### config.mk
export PLATFORM = sky130hd
export DESIGN_NAME = csr_excp_ctrl
export DESIGN_NICKNAME = d
export VERILOG_FILES = /design/src/rtl/csr_excp_ctrl_pkg.sv /design/src/rtl/csr_excp_ctrl_excp_classify.sv /design/src/rtl/csr_excp_ctrl.sv
export SDC_FILE = /design/constraint.sdc
export NUM_CORES = 1
export LEC_CHECK = 0
export BUFFER_PORTS_ARGS = -buffer_cell sky130_fd_sc_hd__buf_2
export CAP_MARGIN = 10
export CORE_AREA = 2 2 171 173
export CTS_CLUSTER_SIZE = 20
export DETAILED_ROUTE_END_ITERATION = 6
export DIE_AREA = 0 0 173 175
export PLACE_DENSITY_LB_ADDON = 0.1
export SETUP_SLACK_MARGIN = 0.02
export SYNTH_ARGS = -nofsm -noshare
export SYNTH_HDL_FRONTEND = slang
export SYNTH_SLANG_ARGS = --single-unit
export TNS_END_PERCENT = 5
### constraint.sdc
create_clock -name clk -period 1.7 [get_ports clk]
set_input_delay 0.17 -clock clk [delete_from_list [all_inputs] [get_ports clk]]
set_output_delay 0.17 -clock clk [all_outputs]
set_load 0.01 [all_outputs]
### src/rtl/csr_excp_ctrl_pkg.sv
// Shared definitions for the WB-side CSR/exception controller: op encodings,
// exception codes, controller states and CSR indices shared with the CSR file.
package csr_excp_ctrl_pkg;

    typedef enum logic [3:0] {
        OP_NONE    = 4'd0,
        OP_CSRRD   = 4'd1,
        OP_CSRWR   = 4'd2,
        OP_CSRXCHG = 4'd3,
        OP_SYSCALL = 4'd4,
        OP_BREAK   = 4'd5,
        OP_ERTN    = 4'd6,
        OP_INE     = 4'd7,
        OP_LOAD    = 4'd8,
        OP_STORE   = 4'd9
    } ws_op_e;

    localparam logic [5:0] ECODE_ADE = 6'h08;
    localparam logic [5:0] ECODE_ALE = 6'h09;
    localparam logic [5:0] ECODE_SYS = 6'h0B;
    localparam logic [5:0] ECODE_BRK = 6'h0C;
    localparam logic [5:0] ECODE_INE = 6'h0D;

    localparam logic [2:0] ESUBCODE_NONE = 3'd0;

    typedef enum logic [1:0] {
        S_IDLE  = 2'd0,
        S_CSR   = 2'd1,
        S_FLUSH = 2'd2,
        S_REDIR = 2'd3
    } state_e;

    localparam logic [13:0] CSR_CRMD   = 14'h000;
    localparam logic [13:0] CSR_PRMD   = 14'h001;
    localparam logic [13:0] CSR_ECFG   = 14'h004;
    localparam logic [13:0] CSR_ESTAT  = 14'h005;
    localparam logic [13:0] CSR_ERA    = 14'h006;
    localparam logic [13:0] CSR_BADV   = 14'h007;
    localparam logic [13:0] CSR_EENTRY = 14'h00C;
    localparam logic [13:0] CSR_SAVE0  = 14'h030;
    localparam logic [13:0] CSR_SAVE1  = 14'h031;
    localparam logic [13:0] CSR_SAVE2  = 14'h032;
    localparam logic [13:0] CSR_SAVE3  = 14'h033;

    localparam logic [1:0] MEM_BYTE = 2'd0;
    localparam logic [1:0] MEM_HALF = 2'd1;
    localparam logic [1:0] MEM_WORD = 2'd2;

    function automatic logic is_misaligned(input logic [1:0] size, input logic [31:0] vaddr);
        logic mis;
        mis = 1'b0;
        if (size == MEM_HALF) begin
            mis = vaddr[0];
        end else if (size == MEM_WORD) begin
            mis = (vaddr[1:0] != 2'b00);
        end
        return mis;
    endfunction

endpackage

### src/rtl/csr_excp_ctrl_excp_classify.sv
// Combinational exception priority encoder for the retiring WB instruction.
// Load/store alignment checking (ALE) exists only when EXCP_ALE_CHECK_EN is defined.
module excp_classify
    import csr_excp_ctrl_pkg::*;
(
    input  logic [3:0]  op,
    input  logic        adef,
    input  logic [31:0] vaddr,
    input  logic [1:0]  mem_size,
    output logic        excp,
    output logic [5:0]  ecode,
    output logic [2:0]  esubcode
);

`ifndef EXCP_ALE_CHECK_EN
    logic unused_ale;
    assign unused_ale = ^{vaddr, mem_size};
`endif

    always_comb begin
        excp     = 1'b1;
        ecode    = '0;
        esubcode = ESUBCODE_NONE;
        if (adef) begin
            ecode = ECODE_ADE;
        end else if (op == OP_INE) begin
            ecode = ECODE_INE;
        end else if (op == OP_SYSCALL) begin
            ecode = ECODE_SYS;
        end else if (op == OP_BREAK) begin
            ecode = ECODE_BRK;
`ifdef EXCP_ALE_CHECK_EN
        end else if ((op == OP_LOAD || op == OP_STORE) && is_misaligned(mem_size, vaddr)) begin
            ecode = ECODE_ALE;
`endif
        end else begin
            excp = 1'b0;
        end
    end

endmodule

### src/rtl/csr_excp_ctrl.sv
// WB-side controller turning retiring CSR/exception/ERTN instructions into CSR-file
// transactions, flushes and a held redirect. Optional macro: EXCP_ALE_CHECK_EN.
module csr_excp_ctrl
    import csr_excp_ctrl_pkg::*;
#(
    parameter logic [31:0] PC_RESET = 32'h1c000000
) (
    input  logic        clk,
    input  logic        resetn,
    input  logic        ws_valid,
    output logic        ws_ready,
    input  logic [31:0] ws_pc,
    input  logic [3:0]  ws_op,
    input  logic [13:0] ws_csr_num,
    input  logic [31:0] ws_rj_value,
    input  logic [31:0] ws_rd_value,
    input  logic [31:0] ws_vaddr,
    input  logic [1:0]  ws_mem_size,
    input  logic        ws_adef,
    output logic        csr_we,
    output logic [13:0] csr_num,
    output logic [31:0] csr_wmask,
    output logic [31:0] csr_wdata,
    input  logic [31:0] csr_rdata,
    output logic        excp_flush,
    output logic        ertn_flush,
    output logic [5:0]  ecode,
    output logic [2:0]  esubcode,
    output logic [31:0] epc,
    input  logic [31:0] era,
    input  logic [31:0] eentry,
    output logic        rf_we,
    output logic [31:0] rf_wdata,
    output logic        flush_pipe,
    output logic        redirect_valid,
    input  logic        redirect_ready,
    output logic [31:0] redirect_pc
);

    state_e      state;
    state_e      state_nxt;

    logic        accept;
    logic        cls_excp;
    logic [5:0]  cls_ecode;
    logic [2:0]  cls_esubcode;
    logic        is_csr_op;
    logic        is_ertn_op;
    logic        take_flush;
    logic        take_csr;
    logic        flush_is_ertn;
    logic [31:0] redir_pc_q;
    logic [31:0] wmask_nxt;
    logic [31:0] wdata_nxt;

    excp_classify u_classify (
        .op       (ws_op),
        .adef     (ws_adef),
        .vaddr    (ws_vaddr),
        .mem_size (ws_mem_size),
        .excp     (cls_excp),
        .ecode    (cls_ecode),
        .esubcode (cls_esubcode)
    );

    assign ws_ready       = (state == S_IDLE);
    assign redirect_valid = (state == S_REDIR);
    assign accept         = ws_valid & ws_ready;

    assign is_csr_op  = (ws_op == OP_CSRRD) || (ws_op == OP_CSRWR) || (ws_op == OP_CSRXCHG);
    assign is_ertn_op = (ws_op == OP_ERTN);
    assign take_flush = accept & (cls_excp | is_ertn_op);
    assign take_csr   = accept & ~cls_excp & is_csr_op;

    always_ff @(posedge clk or negedge resetn) begin
        if (!resetn) begin
            state <= S_IDLE;
        end else begin
            state <= state_nxt;
        end
    end

    always_comb begin
        state_nxt = state;
        case (state)
            S_IDLE: begin
                if (take_flush) begin
                    state_nxt = S_FLUSH;
                end else if (take_csr) begin
                    state_nxt = S_CSR;
                end
            end
            S_CSR:   state_nxt = S_IDLE;
            S_FLUSH: state_nxt = S_REDIR;
            S_REDIR: begin
                if (redirect_ready) begin
                    state_nxt = S_IDLE;
                end
            end
            default: state_nxt = S_IDLE;
        endcase
    end

    always_comb begin
        wmask_nxt = '0;
        wdata_nxt = '0;
        case (ws_op)
            OP_CSRWR: begin
                wmask_nxt = '1;
                wdata_nxt = ws_rd_value;
            end
            OP_CSRXCHG: begin
                wmask_nxt = ws_rj_value;
                wdata_nxt = ws_rd_value;
            end
            default: ;
        endcase
    end

    // Every pulse is set only by the accept that enters its state, so it lasts one cycle.
    always_ff @(posedge clk or negedge resetn) begin
        if (!resetn) begin
            csr_we        <= 1'b0;
            csr_num       <= '0;
            csr_wmask     <= '0;
            csr_wdata     <= '0;
            rf_we         <= 1'b0;
            excp_flush    <= 1'b0;
            ertn_flush    <= 1'b0;
            flush_pipe    <= 1'b0;
            ecode         <= '0;
            esubcode      <= '0;
            epc           <= '0;
            flush_is_ertn <= 1'b0;
            redir_pc_q    <= PC_RESET;
        end else begin
            csr_we     <= take_csr & (ws_op != OP_CSRRD);
            rf_we      <= take_csr;
            excp_flush <= take_flush & cls_excp;
            ertn_flush <= take_flush & ~cls_excp;
            flush_pipe <= take_flush;
            if (take_csr) begin
                csr_num   <= ws_csr_num;
                csr_wmask <= wmask_nxt;
                csr_wdata <= wdata_nxt;
            end
            if (take_flush) begin
                ecode         <= cls_excp ? cls_ecode : '0;
                esubcode      <= cls_esubcode;
                epc           <= ws_pc;
                flush_is_ertn <= ~cls_excp;
            end
            if (state == S_REDIR) begin
                redir_pc_q <= redirect_pc;
            end
        end
    end

    // Target follows the CSR file live while redirecting, then the last value is held.
    assign redirect_pc = (state == S_REDIR) ? (flush_is_ertn ? era : eentry) : redir_pc_q;

    // csr_rdata is read before the closing-edge write, so this is the pre-write value.
    assign rf_wdata = rf_we ? csr_rdata : '0;

endmodule

==> flow_summary_export.csv, run 1 <==
group,metric,value,unit
setup_path,setup.worst_path.class,"register to primary output",
final_layout,fin_cells,1506,
global_routing,grt_pass1_wl,36800,um
detailed_routing,vias_per_cell,4.27,
sta,finalHoldViolCount,0,
status,status,"finished, violations left",
setup_path,cp_max_fo,22,
setup_path,worst_ep_required_time,1530,ps
detailed_routing,wire_per_inst,15.8,um
placement,port_buffers,399,
floorplan,start_util,0.235,
final_layout,postLayoutCellArea,11300,um^2
floorplan,die-area,30300,um^2
final_layout,final_common_cell,"buf_2",
power,internal_power,0.0113,W
placement,dp_cells,1367,
logic_synthesis,synth.area.top_cells,"dfrtp_1, mux2_2, a21oi_1, mux2i_1, a2bb2oi_1",
power,p_comb_frac,0.423,
global_routing,grt_max_degree,43,
global_routing,overflow,0,
setup_path,max_stage_delay,340,ps
sta,max_freq,541,MHz
sta,finalCriticalPeriod,1850,ps
setup_path,critPathArrivalTime,1680,ps
floorplan,die_h,175,um
global_routing,grt_pass1_vias,6614,
logic_synthesis,syn-mean-instance-area,11.1,um^2
final_layout,fill_cells,2870,
clock_tree,clk_pin_slew_worst_paths,70,ps
placement,dp_hpwl,16900,um
power,seq_power_share,0.359,
setup_path,worstPathCellList,"buf_4 -> and2_4 -> buf_12 -> nor2_2 -> a21oi_1 -> buf_2",
run,max_cap_violations,0,
final_layout,fin_nets,1357,
final_layout,syn_to_final_growth,69.6,%
detailed_routing,drc,0,
logic_synthesis,syn-cell-area,6680,um^2
setup_path,critPathBufInv,3,
power,p_sw,0.00639,W
clock_tree,cts_buffer_depth,2,
final_layout,drive_above_1_share,0.510,
logic_synthesis,synthDistinctLibCells,32,
sta,fin_skew,14.3,ps
logic_synthesis,ys_warn_count,0,
sta,period_share,1.09,
logic_synthesis,synth_largest_area_cell,"dfrtp_1",
floorplan,io_pins,439,
detailed_routing,finalWirelength,23700,um
detailed_routing,drt_iter0_markers,268,
detailed_routing,vias,6434,
power,ir_drop,0.000576,V
min_path,min_path_type,"input port to register",
clock_tree,clk_latency,420,ps
sta,maxSlewViolCount,0,
clock_tree,cts_buffers,17,
final_layout,layout_common_cells,"buf_2, dfrtp_1, dlygate4sd3_1",
floorplan,die_w,173,um
sta,whs,21.0,ps
clock_tree,cts_tree,"done",
clock_tree,htreeDepth,4,
placement,dpl-instance-area,9370,um^2
logic_synthesis,synth-seq-area-share,0.578,
power,p_per_area,1560,nW/um^2
setup_path,path_delay_family,"buffers and inverters",
logic_synthesis,synth_cells,604,
status,violations,"setup timing",
min_path,whs_path_depth,3,
global_routing,antenna_found_initial,1,
logic_synthesis,netlist.area_leader.share,0.566,
power,sw_frac_of_total,0.362,
setup_path,end_kind,"primary output",
clock_tree,root_buffer,"clkbuf_16",
power,p_leak,5.52,nW
sta,worst_slack,-148,ps
setup_path,crit_path_top_delay_cell,"dfrtp_1",
power,clockPowerShare,0.219,
clock_tree,clock-sinks,154,
placement,gp_congestion,0.751,
floorplan,row_count,62,
setup_path,worst-r2r-cell-count,5,
setup_path,start_kind,"register",
sta,finalSetupViolCount,70,
setup_path,path_depth,6,
logic_synthesis,ys_seq_elements,154,
detailed_routing,drt_first_pass_iters,4,
floorplan,core-area,28400,um^2
sta,rsz0062_at_grt,"true",
global_routing,grt_use_total,0.155,
detailed_routing,ant_nets,0,
[synth_stat cells, drive strengths merged]
cell and number:
conb 1, a21oi 65, nand2b 3, a22o 2, dfrtp 151, and3 2, a32o 1, mux2 46
and3b 1, nor4b 1, o21ai 34, a2bb2oi 32, dfstp 3, buf 28, mux2i 32, nor2b 2
nor2 35, nand4b 1, nor3b 1, and2 34, nand4 32, inv 35, nand2 35, or4b 1
o21a 1, clkbuf 25
[layout make-up]
class | instances | area [um^2] | share of cell area
antenna | 1 | 2.50 | 0.000221
clock buffer | 18 | 439 | 0.0388
clock inverter | 14 | 153 | 0.0135
inverter | 35 | 131 | 0.0116
multi-input combinational | 366 | 2700 | 0.238
sequential | 154 | 3860 | 0.341
tap | 384 | 480 | 0.0424
timing repair buffer | 534 | 3560 | 0.314
[stage by stage]
| stage | TNS (ps) | power [W] | util | worst slack [ps] |
|---|---|---|---|---|
| after CTS | -4200 | 0.0178 | 0.395 | -135 |
| after detailed placement | -42.0 | 0.0131 | 0.330 | -17.7 |
| after global placement | 0 | 0.0131 | 0.330 | 15.0 |
| after floorplan | -160 | 0.00988 | - | -13.0 |
| after global routing | -12400 | 0.0190 | 0.399 | -246 |
| final | -3570 | 0.0177 | 0.399 | -148 |
[path summary, 6_finish.rpt]
path	to	slack, ps	from
max in group asynchronous	redir_pc_q[26]	820	resetn
min	csr_wdata[11]	20	ws_rd_value[11]
min in group asynchronous	csr_wmask[25]	200	resetn
max	redirect_pc[6]	-150	state[0]
max reg2reg	csr_num[0]	-60	state[0]
min reg2reg	ecode[3]	490	ecode[3]
[power by group through the flow]
| stage | Combinational (W) | Sequential [W] | Clock, W |
|---|---|---|---|
| 2_1_floorplan | 0.00294 | 0.00694 | 0 |
| 3_3_place_gp | 0.00679 | 0.00632 | 0 |
| 3_5_place_dp | 0.00682 | 0.00631 | 0 |
| 4_1_cts | 0.00742 | 0.00633 | 0.00402 |
| 5_1_grt | 0.00818 | 0.00659 | 0.00420 |
| 6_report | 0.00746 | 0.00633 | 0.00386 |
[routing by layer]
metal  wire length (um)  vias to the layer above  global-route usage
met3               1300                       16              0.0344
li1                   -                     3102                   -
met4                293                        0              0.0434
met1               9480                     3079               0.180
met2              12700                      237               0.285
met5                  0                        -                   0
[worst min-delay path, stage by stage]
cell     delay [ps]
buf_2            90
nand4_1          70
o21ai_0          70
[sequential cells by signal, indices dropped and copies added, names as in the netlist]
register	count
ertn_flush	1
state	2
rf_we	1
csr_wmask	32
flush_is_ertn	1
csr_wdata	32
csr_num	14
flush_pipe	1
csr_we	1
epc	32
ecode	4
redir_pc_q	32
excp_flush	1
[kinds of logic after synthesis]
| group | synth area share |
|---|---|
| AOI/OAI and AO/OA | 0.121 |
| buffers and inverters | 0.0579 |
| DFF | 0.578 |
| muxes | 0.126 |
| other | 0.000562 |
| and+or+nand+nor | 0.117 |
[repair_timing]
action	in CTS	in global routing
hold buffers	101	0
endpoints found under the hold margin	203	0
setup endpoints to repair	55	135
cloned	2	1
resized for setup	42	28
pin swaps	3	3
buffers inserted	2	0
Note: power is estimated with default switching activity, not from simulation.
==> run 2, diff against run 1 <==
--- a/config.mk
+++ b/config.mk
@@ -6,13 +6,15 @@
 export NUM_CORES = 1
 export LEC_CHECK = 0
 export BUFFER_PORTS_ARGS = -buffer_cell sky130_fd_sc_hd__buf_2
-export CAP_MARGIN = 10
-export CORE_AREA = 2 2 171 173
+export CAP_MARGIN = 5
+export CELL_PAD_IN_SITES_DETAIL_PLACEMENT = 1
+export CELL_PAD_IN_SITES_GLOBAL_PLACEMENT = 2
+export CORE_UTILIZATION = 21
 export CTS_CLUSTER_SIZE = 20
 export DETAILED_ROUTE_END_ITERATION = 6
-export DIE_AREA = 0 0 173 175
 export PLACE_DENSITY_LB_ADDON = 0.1
 export SETUP_SLACK_MARGIN = 0.02
+export SKIP_CTS_REPAIR_TIMING = 1
 export SYNTH_ARGS = -nofsm -noshare
 export SYNTH_HDL_FRONTEND = slang
 export SYNTH_SLANG_ARGS = --single-unit
==> flow_summary_export.csv, run 2 (synthesis gave the netlist of run 1 again) <==
group,metric,value,unit
status,status,"finished, violations left",
status,violations,"hold timing, setup timing",
final_layout,fill_cells,3588,
sta,fin_skew,16.5,ps
clock_tree,root_buffer,"clkbuf_16",
setup_path,r2r-start,"state[1]",
run,max_cap_violations,0,
final_layout,postLayoutCellArea,11100,um^2
sta,worst_slack,-206,ps
floorplan,io_pins,439,
placement,preCtsSetupSlack,-51.5,ps
power,sw_frac_of_total,0.373,
clock_tree,cts_tree,"done",
detailed_routing,drt_first_pass_iters,4,
sta,whs,-9.49,ps
floorplan,die-area,32500,um^2
detailed_routing,vias,6478,
clock_tree,clock-sinks,154,
global_routing,grt_max_degree,50,
sta,period_share,1.12,
power,clockPowerShare,0.224,
sta,finalHoldViolCount,6,
placement,dpl-instance-area,9370,um^2
power,ir_drop,0.000602,V
global_routing,antenna_found_initial,4,
setup_path,worst_ep_required_time,1530,ps
final_layout,syn_to_final_growth,65.9,%
setup_path,end_kind,"primary output",
power,p_per_area,1610,nW/um^2
power,p_sw,0.00667,W
setup_path,cp_max_fo,12,
final_layout,fin_nets,1344,
placement,dp_hpwl,18400,um
global_routing,grt_use_total,0.150,
clock_tree,cts_buffer_depth,2,
setup_path,rr_endpoint,"csr_wmask[8]",
detailed_routing,drt_iter0_markers,197,
sta,maxSlewViolCount,0,
setup_path,ff2ff_setup_slack,-40,ps
clock_tree,clk_latency,430,ps
sta,finalCriticalPeriod,1910,ps
global_routing,overflow,0,
detailed_routing,finalWirelength,26000,um
min_path,min_from,"ws_rd_value[2]",
floorplan,row_count,64,
detailed_routing,vias_per_cell,4.30,
power,power.total,0.0179,W
global_routing,grt_pass1_wl,37500,um
placement,gp_congestion,0.683,
setup_path,start_kind,"register",
power,p_leak,5.44,nW
setup_path,setup.worst_path.class,"register to primary output",
setup_path,critPathArrivalTime,1740,ps
floorplan,die_w,180,um
global_routing,grt_pass1_vias,6355,
detailed_routing,drc,0,
final_layout,final_common_cell,"buf_2",
sta,rsz0062_at_grt,"true",
clock_tree,htreeDepth,4,
power,internal_power,0.0112,W
placement,port_buffers,399,
clock_tree,cts_buffers,17,
floorplan,core-area,30900,um^2
sta,finalSetupViolCount,67,
setup_path,worst-r2r-cell-count,6,
min_path,min_path_type,"input port to register",
final_layout,drive_above_1_share,0.498,
sta,max_freq,525,MHz
clock_tree,clk_pin_slew_worst_paths,70,ps
min_path,whs_path_depth,3,
power,seq_power_share,0.352,
detailed_routing,wire_per_inst,17.3,um
final_layout,layout_common_cells,"buf_2, dfrtp_1, dlygate4sd3_1",
min_path,min_to,"csr_wdata[2]",
floorplan,start_util,0.216,
power,p_comb_frac,0.424,
floorplan,die_h,180,um
detailed_routing,ant_nets,0,
run 2: cell type report:
| type | count | area (um^2) | share of cell area |
|---|---|---|---|
| diodes | 1 | 2.50 | 0.000226 |
| clock buffers | 17 | 425 | 0.0384 |
| clock inverters | 15 | 193 | 0.0174 |
| inverters | 35 | 131 | 0.0119 |
| multi-input cells | 367 | 2580 | 0.233 |
| flip-flops and latches | 154 | 3860 | 0.348 |
| well taps | 396 | 495 | 0.0447 |
| repair buffers | 520 | 3380 | 0.306 |
run 2: worst max-delay path by stage:
stage	start	to	slack, ps	cells past startpoint
floorplan	state[0]	csr_num[0]	-10	5
global placement	state[0]	csr_wmask[7]	20	5
detailed placement	state[0]	csr_wmask[30]	-50	5
CTS	state[0]	redirect_pc[25]	-300	6
global route	state[0]	redirect_pc[23]	-290	6
finish	state[0]	redirect_pc[26]	-210	6
run 2: through the flow:
step / TNS (ps) / utilization / std cells
floorplan: -160 / - / 608
global placement: 0 / 0.303 / 1382
detailed placement: -189 / 0.303 / 1382
CTS: -8650 / 0.323 / 1414
global route: -17500 / 0.358 / 1505
finish: -5520 / 0.358 / 1505
run 2: layer usage:
metal | up-vias | track usage | wire (um)
li1 | 3069 | - | -
met4 | 6 | 0.0393 | 263
met2 | 247 | 0.260 | 13300
met3 | 19 | 0.0604 | 2040
met1 | 3137 | 0.170 | 10400
met5 | - | 0 | 30
run 2: worst max-delay path: stages (launching register included):
cell and delay, ps:
dfrtp_1 420, buf_6 140, and2_4 240, clkbuf_16 200
nor2_1 60, a21oi_1 100, buf_2 160
run 2: power groups by stage:
stage               combinational [W]  sequential (W)  clock (W)
floorplan                     0.00294         0.00694          0
global placement              0.00692         0.00628          0
detailed placement            0.00699         0.00630          0
CTS                           0.00699         0.00629    0.00415
global route                  0.00831         0.00654    0.00428
finish                        0.00758         0.00630    0.00400
==> run 3, diff against run 2 <==
--- a/config.mk
+++ b/config.mk
@@ -15,6 +15,7 @@
 export PLACE_DENSITY_LB_ADDON = 0.1
 export SETUP_SLACK_MARGIN = 0.02
 export SKIP_CTS_REPAIR_TIMING = 1
+export SKIP_LAST_GASP = 1
 export SYNTH_ARGS = -nofsm -noshare
 export SYNTH_HDL_FRONTEND = slang
 export SYNTH_SLANG_ARGS = --single-unit
==> flow_summary_export.csv, run 3 (synthesis gave the netlist of run 1 again) <==
group,metric,value,unit
placement,preCtsSetupSlack,-51.5,ps
clock_tree,htreeDepth,4,
detailed_routing,wire_per_inst,17.3,um
sta,maxSlewViolCount,0,
setup_path,setup.worst_path.class,"register to primary output",
global_routing,grtUsageMet1,0.170,
sta,fin_skew,16.7,ps
detailed_routing,drt_first_pass_iters,4,
detailed_routing,vias_per_cell,4.29,
detailed_routing,drt_iter0_markers,189,
run,max_cap_violations,0,
setup_path,path_delay_family,"buffers and inverters",
floorplan,die_w,180,um
floorplan,core-area,30900,um^2
setup_path,critPathBufInv,3,
placement,dp_hpwl,18400,um
setup_path,max_stage_delay,420,ps
detailed_routing,ant_nets,0,
final_layout,layout_common_cells,"buf_2, dfrtp_1, dlygate4sd3_1",
placement,dpl-instance-area,9370,um^2
setup_path,start_kind,"register",
global_routing,grtUsageMet2,0.260,
sta,period_share,1.12,
sta,finalCriticalPeriod,1900,ps
floorplan,io_pins,439,
sta,worst_slack,-205,ps
sta,fin_setup_tns,-5460,ps
power,p_per_area,1610,nW/um^2
final_layout,drive_above_1_share,0.482,
power,ir_drop,0.000602,V
power,p_leak,5.44,nW
setup_path,critPathArrivalTime,1730,ps
status,violations,"hold timing, setup timing",
setup_path,worstPathCellList,"buf_6 -> and2_4 -> clkbuf_16 -> nor2_1 -> a21oi_1 -> buf_2",
global_routing,grt_pass1_wl,37500,um
placement,port_buffers,399,
clock_tree,cts_tree,"done",
power,power.total,0.0177,W
global_routing,overflow,0,
setup_path,worst_ep_required_time,1530,ps
clock_tree,clk_pin_slew_worst_paths,70,ps
floorplan,die-area,32500,um^2
detailed_routing,finalWirelength,26000,um
global_routing,grt_pass1_vias,6355,
setup_path,crit_path_top_delay_cell,"dfrtp_1",
sta,finalSetupViolCount,71,
floorplan,start_util,0.216,
floorplan,die_h,180,um
clock_tree,clock-sinks,154,
setup_path,r2r-start,"state[1]",
floorplan,row_count,64,
status,status,"finished, violations left",
clock_tree,cts_buffers,17,
global_routing,use_met3,0.0604,
sta,finalHoldViolCount,6,
min_path,min_from,"ws_rd_value[2]",
clock_tree,clk_latency,430,ps
detailed_routing,vias,6463,
global_routing,antenna_found_initial,4,
setup_path,cp_max_fo,12,
global_routing,grt_max_degree,50,
global_routing,grt_most_used_layer,"met2",
detailed_routing,drc,0,
min_path,min_path_type,"input port to register",
clock_tree,cts_buffer_depth,2,
global_routing,grt_use_total,0.150,
sta,rsz0062_at_grt,"true",
final_layout,syn_to_final_growth,64.9,%
sta,max_freq,525,MHz
sta,whs,-10.8,ps
final_layout,fin_nets,1344,
clock_tree,root_buffer,"clkbuf_16",
placement,gp_congestion,0.683,
setup_path,crit_start,"state[0]",
setup_path,end_kind,"primary output",
final_layout,final_common_cell,"buf_2",
final_layout,postLayoutCellArea,11000,um^2
==> run 3: cell counts in the layout (fill, tap and decap cells not counted) <==
No cell type changed its count.
==> run 3: path summary, 6_finish.rpt <==
| kind | slack (ps) | depth (start not counted) | end |
|---|---|---|---|
| setup / recovery | -200 | 6 | redirect_pc[26] |
| hold / removal | -10 | 3 | csr_wdata[2] |
| setup reg to reg | -40 | 6 | csr_wmask[30] |
| hold reg to reg | 490 | 1 | ecode[3] |
| max in group asynchronous | 830 | 3 | flush_is_ertn |
| min in group asynchronous | 240 | 2 | csr_wmask[17] |
==> run 3: per-stage QoR <==
| stage | utilization | cells |
|---|---|---|
| 2_1_floorplan | - | 608 |
| 3_3_place_gp | 0.303 | 1382 |
| 3_5_place_dp | 0.303 | 1382 |
| 4_1_cts | 0.323 | 1414 |
| 5_1_grt | 0.356 | 1505 |
| 6_report | 0.356 | 1505 |
==> run 3: layout make-up <==
class	count	area, um^2
well taps	396	495
inverters	35	131
clock inverters	15	193
clock buffers	17	425
multi-input cells	367	2530
repair buffers	520	3370
diodes	1	2.50
flip-flops and latches	154	3860
fillers	3598	19900
==> run 3: report_power, final <==
group	internal (W)	total (W)	switching (W)
sequential	0.00544	0.00627	0.000831
combinational	0.00358	0.00748	0.00390
clock	0.00214	0.00400	0.00186
total	0.0111	0.0177	0.00660
==> run 3: per-layer routing <==
layer	routed length, um	share of wire
met1	10600	0.41
met2	13100	0.50
met3	2010	0.077
met4	310	0.012
met5	30	0.0012
==> run 3: worst register-to-register path, delay by kind of cell (launching register included) <==
kind,cells,cell delay [ps]
flops,1,390
buf+inv,3,600
compound gates,1,180
simple gates,2,500
